`config.mk`:
```
export PLATFORM = sky130hd
export DESIGN_NAME = apb_top
export DESIGN_NICKNAME = d
export VERILOG_FILES = /design/src/rtl/apb_top.sv
export SDC_FILE = /design/constraint.sdc
export NUM_CORES = 1
export LEC_CHECK = 0
export CAP_MARGIN = 20
export CORE_MARGIN = 1
export CORE_UTILIZATION = 58
export DETAILED_ROUTE_END_ITERATION = 10
export GPL_TIMING_DRIVEN = 0
export PLACE_DENSITY = 0.84
export SLEW_MARGIN = 20
export SYNTH_ARGS = -nofsm -noshare
export SYNTH_HDL_FRONTEND = slang
export SYNTH_SLANG_ARGS = --single-unit
```
`constraint.sdc`:
```
create_clock -name PCLK -period 3.6 [get_ports PCLK]
set_input_delay 0.54 -clock PCLK [delete_from_list [all_inputs] [get_ports PCLK]]
set_output_delay 0.54 -clock PCLK [all_outputs]
set_load 0.01 [all_outputs]
```
`src/rtl/apb_top.sv`:
```
// APB3 subsystem: a master FSM that turns simple user requests into SETUP/ACCESS
// phases, and a register-file slave with optional wait states, joined by an internal bus.
`timescale 1ns/1ps
module apb_top #(
    parameter int ADDR_WIDTH  = 5,
    parameter int DATA_WIDTH  = 32,
    parameter int WAIT_STATES = 0
) (
    input  logic                  PCLK,
    input  logic                  PRESETn,
    input  logic                  Transfer,
    input  logic                  Wr_Rd,
    input  logic [ADDR_WIDTH-1:0] Address,
    input  logic [DATA_WIDTH-1:0] write_data,
    output logic [DATA_WIDTH-1:0] read_data
);
    localparam int DEPTH = 2 ** ADDR_WIDTH;
    localparam int CNT_W = (WAIT_STATES > 0) ? $clog2(WAIT_STATES + 1) : 1;
    localparam logic [CNT_W-1:0] WAIT_LAST = CNT_W'(WAIT_STATES);

    typedef enum logic [1:0] {
        IDLE   = 2'd0,
        SETUP  = 2'd1,
        ACCESS = 2'd2
    } state_t;

    state_t                r_state;
    state_t                w_next_state;
    logic                  w_psel;
    logic                  w_penable;
    logic                  w_pready;
    logic                  w_pslverr;
    logic                  w_done;
    logic                  w_capture;
    logic [ADDR_WIDTH-1:0] r_paddr;
    logic                  r_pwrite;
    logic [DATA_WIDTH-1:0] r_pwdata;
    logic [DATA_WIDTH-1:0] w_prdata;
    logic [DATA_WIDTH-1:0] r_read_data;
    logic [CNT_W-1:0]      r_wait_cnt;
    logic [DATA_WIDTH-1:0] r_mem [DEPTH];

    assign w_pslverr = 1'b0;
    assign w_pready  = (WAIT_STATES == 0) ? 1'b1 : (r_wait_cnt == WAIT_LAST);
    assign w_done    = w_psel & w_penable & w_pready;
    assign w_capture = (w_next_state == SETUP);
    assign read_data = r_read_data;

    // NOTE: every output of this block is defaulted first so no path infers a latch.
    always_comb begin
        w_next_state = r_state;
        w_psel       = 1'b0;
        w_penable    = 1'b0;
        case (r_state)
            IDLE: begin
                if (Transfer) w_next_state = SETUP;
            end
            SETUP: begin
                w_psel       = 1'b1;
                w_next_state = ACCESS;
            end
            ACCESS: begin
                w_psel    = 1'b1;
                w_penable = 1'b1;
                if (w_pready) w_next_state = Transfer ? SETUP : IDLE;
            end
            default: w_next_state = IDLE;
        endcase
    end

    // NOTE: sequential state uses non-blocking assignments so all flops update together.
    always_ff @(posedge PCLK) begin
        if (PRESETn) begin
            r_state     <= IDLE;
            r_paddr     <= '0;
            r_pwrite    <= 1'b0;
            r_pwdata    <= '0;
            r_read_data <= '0;
        end else begin
            r_state <= w_next_state;
            if (w_capture) begin
                r_paddr  <= Address;
                r_pwrite <= Wr_Rd;
                r_pwdata <= write_data;
            end
            if (w_done && !r_pwrite && !w_pslverr) r_read_data <= w_prdata;
        end
    end

    // Counts stalled ACCESS cycles; any cycle that is not a stall clears it.
    always_ff @(posedge PCLK) begin
        if (PRESETn) begin
            r_wait_cnt <= '0;
        end else if (w_psel && w_penable && !w_pready) begin
            r_wait_cnt <= r_wait_cnt + CNT_W'(1);
        end else begin
            r_wait_cnt <= '0;
        end
    end

    assign w_prdata = (w_psel && w_penable && !r_pwrite) ? r_mem[r_paddr] : '0;

    // NOTE: the memory is reset word-by-word because reset must zero its contents.
    always_ff @(posedge PCLK) begin
        if (PRESETn) begin
            for (int i = 0; i < DEPTH; i++) r_mem[i] <= '0;
        end else if (w_done && r_pwrite && !w_pslverr) begin
            r_mem[r_paddr] <= r_pwdata;
        end
    end
endmodule

```
==> results of run 1 <==
## per-layer routing
layer | wire length [microns] | global-route usage | vias up
li1 | - | - | 12600
met1 | 48600 | 0.424 | 15100
met2 | 62600 | 0.493 | 2371
met3 | 19400 | 0.101 | 539
met4 | 10400 | 0.206 | 2
met5 | 11 | 0 | -
## timing repair
action / 4_1_cts / 5_1_grt
gates resized for setup: 0 / 14
hold endpoints to repair: 0 / 0
setup endpoints to repair: 0 / 426
## cell usage after synthesis, types with 8 or more instances
master,n
a211oi_1,11
a21oi_1,39
a221oi_2,13
a22oi_1,24
a311oi_1,30
and2_1,1026
buf_2,45
buf_4,30
buf_6,9
clkbuf_1,219
clkbuf_2,13
dfxtp_1,72
edfxtp_1,1024
mux2_2,9
mux2i_1,222
mux4_2,145
nand2_1,114
nor2_1,92
nor2_2,8
nor4_1,12
o21ai_0,27
o22ai_1,81
or2_2,33
or4_1,20
## cell type report
| cell class | count | area (sq um) | share of cell area |
|---|---|---|---|
| antenna | 3 | 7.51 | 0.000138 |
| buffer | 319 | 1450 | 0.0267 |
| clock buffer | 154 | 2930 | 0.0540 |
| clock inverter | 44 | 457 | 0.00840 |
| multi-input combinational | 1953 | 15200 | 0.281 |
| sequential | 1096 | 32200 | 0.592 |
| tap | 1080 | 1350 | 0.0249 |
| timing repair buffer | 72 | 716 | 0.0132 |
## state kept, by name (all words and copies together), names as in the netlist
signal,cells
r_pwdata,32
r_paddr,5
read_data,32
r_mem,1024
r_pwrite,1
r_state,2
## how the worst min path moves through the flow
| stage | to | cells past startpoint | slack, ns |
|---|---|---|---|
| after floorplan | r_state[1]$_SDFF_PP0_ | 1 | 0.42 |
| after global placement | r_state[1]$_SDFF_PP0_ | 1 | 0.43 |
| after detailed placement | r_state[1]$_SDFF_PP0_ | 1 | 0.45 |
| after CTS | r_pwdata[6]$_SDFFE_PP0N_ | 3 | 0.39 |
| after global routing | r_pwdata[7]$_SDFFE_PP0N_ | 3 | 0.40 |
| final | r_pwdata[6]$_SDFFE_PP0N_ | 3 | 0.39 |
## logic make-up after synthesis
group | after synthesis
buffers and inverters | 319
DFF | 1096
muxes | 376
and+or+nand+nor | 1339
AOI/OAI and AO/OA | 238
## through the flow
step | cells | total power (W) | util
2_1_floorplan | 3368 | 0.0157 | -
3_3_place_gp | 4519 | 0.0164 | 0.609
3_5_place_dp | 4520 | 0.0165 | 0.609
4_1_cts | 4718 | 0.0272 | 0.650
5_1_grt | 4718 | 0.0279 | 0.650
6_report | 4721 | 0.0274 | 0.650
## where the power goes
group / switching (W) / internal, W / leakage, nW
Clock: 0.00479 / 0.00629 / 1.66
Combinational: 0.00121 / 0.000582 / 6.19
Sequential: 0.000193 / 0.0143 / 11.1
## worst reg2reg max path: cells and delay by family (launching register included)
kind	cells	cell delay [ns]
simple gates	3	1.96
flops	1	0.42
buf+inv	3	0.82
==> summary.md, run 1 <==
| Metric | Value |
|---|---|
| Simple-gate share of the synthesized area | 0.163 |
| Worst skew pair latency | 0.69 ns |
| Crit-path max FO | 32 |
| Post-route DRC | 0 |
| CP delay by family, top | simple AND/OR/NAND/NOR gates |
| Pre-CTS WS | -0.00742 ns |
| Period utilisation layout | 1.00 |
| First-pass GRT wire length | 200 mm |
| Max-slew violation count | 0 |
| Fmax | 0.277 GHz |
| DPL Wire Length | 96.7 mm |
| Initial Util | 0.585 |
| Final Cell Area | 54400 sq um |
| Cts hold-fix bufs | 0 |
| Final Setup Violations | 9 |
| Power density over the cells | 504 nW/um^2 |
| Gate Count Post-Synth | 3368 |
| Die W | 292 microns |
| GR Util All Layers | 0.330 |
| Die ar. | 85400 sq um |
| Layout fillers | 5732 |
| Layout cells sized above 1 | 0.126 |
| Mean Syn Cell Area | 14.5 sq um |
| Crit path launch type | flip-flop |
| Setup WS post-layout | -0.0154 ns |
| Core ar. | 83600 sq um |
| Port Buf Inserts | 71 |
| P_leak | 18.9 nW |
| Commonest cells after routing, fill and taps aside | and2_1, edfxtp_1, clkbuf_1 |
| R2R cell count | 6 |
| Synth cell types | 45 |
| Worst Path Required | 3.89 ns |
| CTS tree | done |
| Post-synthesis mux area share | 0.114 |
| Synth Register Bits | 1096 |
| FF-to-FF Start | r_paddr[0]$_SDFFE_PP0N_ |
| Longest Clk Path Bufs | 3 |
| WL/cell | 29.9 microns |
| Crit path largest cell delay | 1.00 ns |
| Total wire length | 141 mm |
| Rows | 106 |
| Initial antenna violation count | 2 |
| Crit path DAT | 3.91 ns |
| Die height | 292 microns |
| Top post-synthesis cells by area | edfxtp_1, and2_1, mux4_2 |
| Reg2reg setup slack | -0.02 ns |
| Hold Crit Class | in -> reg |
| Via count | 30600 |
| Crit Path Class | reg -> reg |
| Setup TNS Final | -0.0978 ns |
| Hold Crit Start | write_data[6] |
| Largest net degree at the start of global routing | 33 |
| Compound-Gate Fraction of Synth Area | 0.0341 |
| Fin. Hold Viols | 0 |
| Antenna Nets Post-Route | 0 |
| Largest family of logic cells by synthesized area | simple AND/OR/NAND/NOR gates |
| First-pass DRT Iterations | 7 |
| RSZ-0062 raised after global routing | false |
| Vias in the first global route | 30200 |
| Crit. End Element | flip-flop |
| Final Critical Period | 3.62 ns |
| Crit path top cell by count | buf_4 |
| Status | complete, but fails checks |
| CTS H-Tree Depth | 3 |
| Worst path depth | 6 |
| Fin nets | 3589 |
| VDD IR max | 419 uV |
| Post-synthesis adder-cell area fraction | 0 |
| Register area share after synthesis | 0.659 |
| GPL Wtd Cong | 1.05 |
| Clock root buffer | clkbuf_16 |
| Post-synth EDFFs | 1024 |
| Gr ovfl total | 0 |
| Worst hold slack | 0.395 ns |
| Setup bufs post-CTS | 0 |
| Syn nets | 3409 |
| Failing checks | negative setup slack |
| Worst path slowest cell | or2_2 |
| Clock Skew | 0.0252 ns |
| Worst slew margin | 0.218 |
| Area delta synth->final | 11.3% |
| Total CTS buffers | 106 |
| Top Ports | 73 |
| YS warnings | 0 |
| Worst-Margin Slew | 1.17 ns |
| Share of the synthesized area in the top cell type | 0.629 |
| Reg clk slew, reported paths | 0.06 ns |
| Top_reg_cell synth | edfxtp_1 |
| Initial drt markers | 4587 |
| Mapped cell area | 48900 sq um |
| Critical path endpoint | r_mem[13][26]$_SDFFCE_PN0P_ |
| Most common cell after layout, fill and taps aside | and2_1 |
| Worst setup path startpoint | r_paddr[0]$_SDFFE_PP0N_ |
| Placed Area | 50900 sq um |
| Xor-xnor portion of the synthesized cell area | 0 |
| Max-Cap Viols | 0 |
| Worst R2R End | r_mem[13][26]$_SDFFCE_PN0P_ |
| Ys async rst share | 0 |
| Cell taking the most area after synthesis | edfxtp_1 |
| Sink Count | 1096 |
| Buf+Inv Stages, Crit Path | 3 |
| Vias per cell | 6.48 |
| Cell Chain, Critical Path | buf_4 > buf_6 > buf_4 > nand4b_4 > nor2_1 > or2_2 |
No activity file was read; power rests on OpenSTA's default activity.
==> run 2: changes to the inputs <==
CORE_ASPECT_RATIO = 1.5   (was unset)
PLACE_DENSITY = 0.79   (was 0.84)
==> run 2 against run 1 <==
The run still ends with negative setup slack left. Critical path depth grew 1. Routed wire length shrank 3.2%. Largest power group unchanged. Non-clock buffer count shrank 1. Cell count grew 0.38%. Utilization shrank 0.49 points. Clock skew shrank 0.0019 ns. Combinational power shrank 2%.
==> summary.md, run 2 (same netlist as run 1, synthesis figures left out) <==
| Metric | Value |
|---|---|
| Initial antenna violation count | 3 |
| Core ar. | 83600 sq um |
| First-pass GRT wire length | 196 mm |
| Switch Pwr | 0.00602 W |
| Worst R2R End | r_mem[2][27]$_SDFFCE_PN0P_ |
| GR Util All Layers | 0.325 |
| Crit path top cell by count | buf_4 |
| Fin util | 0.646 |
| Crit. End Element | flip-flop |
| Reg with most FFs | r_mem |
| Comb power frac | 0.066 |
| Commonest cells after routing, fill and taps aside | and2_1, edfxtp_1, clkbuf_1 |
| Hold Path Sink | r_pwdata[1]$_SDFFE_PP0N_ |
| Crit path launch type | flip-flop |
| Post-route DRC | 0 |
| VDD IR max | 503 uV |
| Longest Clk Path Bufs | 3 |
| Buf+Inv Stages, Crit Path | 4 |
| Vias in the first global route | 29300 |
| Sw Share | 0.228 |
| Worst setup path startpoint | r_paddr[1]$_SDFFE_PP0N_ |
| Setup WS post-layout | -0.0106 ns |
| RSZ-0062 raised after global routing | false |
| Crit path DAT | 3.94 ns |
| R2R cell count | 7 |
| Gr ovfl total | 0 |
| Initial drt markers | 3412 |
| Area delta synth->final | 10.5% |
| Cell Chain, Critical Path | buf_2 > buf_4 > buf_4 > buf_4 > nand2_1 > nor2_1 > or2_4 |
| Largest register FFs | 1024 |
| Worst-Margin Slew | 1.15 ns |
| Port Buf Inserts | 71 |
| Hold Path Cell Cnt | 3 |
| Most common cell after layout, fill and taps aside | and2_1 |
| CTS H-Tree Depth | 3 |
| Sink Count | 1096 |
| Rows | 130 |
| Max-slew violation count | 0 |
| Antenna Nets Post-Route | 0 |
| DPL Wire Length | 100 mm |
| Hold Crit Class | in -> reg |
| CP delay by family, top | simple AND/OR/NAND/NOR gates |
| FF-to-FF Start | r_paddr[1]$_SDFFE_PP0N_ |
| Fin. Hold Viols | 0 |
| CTS tree | done |
| Final Cell Area | 54000 sq um |
| Reg clk slew, reported paths | 0.07 ns |
| Setup TNS Final | -0.112 ns |
| Vias per cell | 6.18 |
| Clock Skew | 0.0233 ns |
| Clock root buffer | clkbuf_16 |
| Hold Crit Start | write_data[1] |
| Worst Path Required | 3.93 ns |
| Reg2reg setup slack | -0.01 ns |
| Max-Cap Viols | 0 |
| Fmax | 0.277 GHz |
| Crit path largest cell delay | 0.78 ns |
| WL/cell | 28.8 microns |
| Worst path slowest cell | nor2_1 |
| Power density over the cells | 490 nW/um^2 |
| Sequential share of power | 0.549 |
| Placed Area | 51000 sq um |
| Failing checks | negative setup slack |
| Total wire length | 137 mm |
| Period utilisation layout | 1.00 |
| Setup bufs post-CTS | 0 |
| Final Critical Period | 3.61 ns |
| Total CTS buffers | 92 |
| Worst skew pair latency | 0.70 ns |
| Clock share of power | 0.385 |
| Fin nets | 3574 |
| Via count | 29300 |
| GPL Wtd Cong | 0.999 |
| Top Ports | 73 |
| Status | complete, but fails checks |
| Initial Util | 0.584 |
| Crit-path max FO | 32 |
| Pint | 0.0204 W |
| Final Setup Violations | 19 |
| Worst slew margin | 0.232 |
| Die height | 357 microns |
| P_leak | 18.7 nW |
| Die W | 239 microns |
| First-pass DRT Iterations | 7 |
| Largest net degree at the start of global routing | 33 |
| Die ar. | 85400 sq um |
| Crit Path Class | reg -> reg |
| Layout cells sized above 1 | 0.122 |
==> run 2: cell count changes in the layout (fill, tap and decap cells not counted), sizes merged <==
cell	previous run	this run
buf	88	87
clkbuf	386	354
clkinv	28	33
clkinvlp	3	4
diode	3	6
==> run 2: routing by layer <==
metal	share of wire	vias to the layer above	GRT usage
met5	0.000095	-	0
met4	0.070	2	0.210
met3	0.097	439	0.0581
met2	0.49	1748	0.542
met1	0.34	14600	0.390
li1	-	12600	-
==> run 2: metrics by stage <==
stage | instances | hold slack, ns | worst slack [ns] | total power, W
final | 4739 | 0.396 | -0.0106 | 0.0264
after global routing | 4733 | 0.407 | 0.00442 | 0.0269
after CTS | 4733 | 0.372 | 0.00518 | 0.0263
after detailed placement | 4561 | 0.449 | -0.113 | 0.0165
after global placement | 4561 | 0.437 | -0.120 | 0.0164
after floorplan | 3368 | 0.423 | 1.24 | 0.0157
==> run 2: worst max-delay path by stage <==
stage                             endpoint  depth (start not counted)
5_1_grt         r_mem[23][9]$_SDFFCE_PN0P_                          6
3_3_place_gp    r_mem[14][8]$_SDFFCE_PN0P_                          5
3_5_place_dp   r_mem[14][10]$_SDFFCE_PN0P_                          5
4_1_cts        r_mem[15][23]$_SDFFCE_PN0P_                          6
6_report        r_mem[2][27]$_SDFFCE_PN0P_                          7
2_1_floorplan   r_mem[14][0]$_SDFFCE_PN0P_                          5
==> run 2: repair_timing <==
action | CTS | global route
hold buffers | 0 | 0
endpoints found under the hold margin | 0 | 0
gates resized for setup | 7 | 2
gates cloned | 0 | 0
endpoints found under the setup margin | 193 | 64
==> run 2: power by group through the flow <==
stage | sequential (W) | combinational, W | clock (W)
2_1_floorplan | 0.0147 | 0.00103 | 0
3_3_place_gp | 0.0147 | 0.00167 | 0
3_5_place_dp | 0.0148 | 0.00170 | 0
4_1_cts | 0.0145 | 0.00172 | 0.0101
5_1_grt | 0.0145 | 0.00181 | 0.0106
6_report | 0.0145 | 0.00175 | 0.0102
==> run 2: cell type report <==
type,instances,area [sq um]
Fill cell,6025,29600
Clock buffer,122,2470
Multi-Input combinational cell,1953,15200
Antenna cell,6,15.0
Timing Repair Buffer,71,711
Buffer,319,1450
Tap cell,1122,1400
Sequential cell,1096,32200
Clock inverter,50,498
==> run 2: worst reg2reg max path, stage by stage, from the launching register on <==
cell,delay [ns]
dfxtp_1,0.34
buf_2,0.14
buf_4,0.25
buf_4,0.26
buf_4,0.41
nand2_1,0.42
nor2_1,0.78
or2_4,0.62
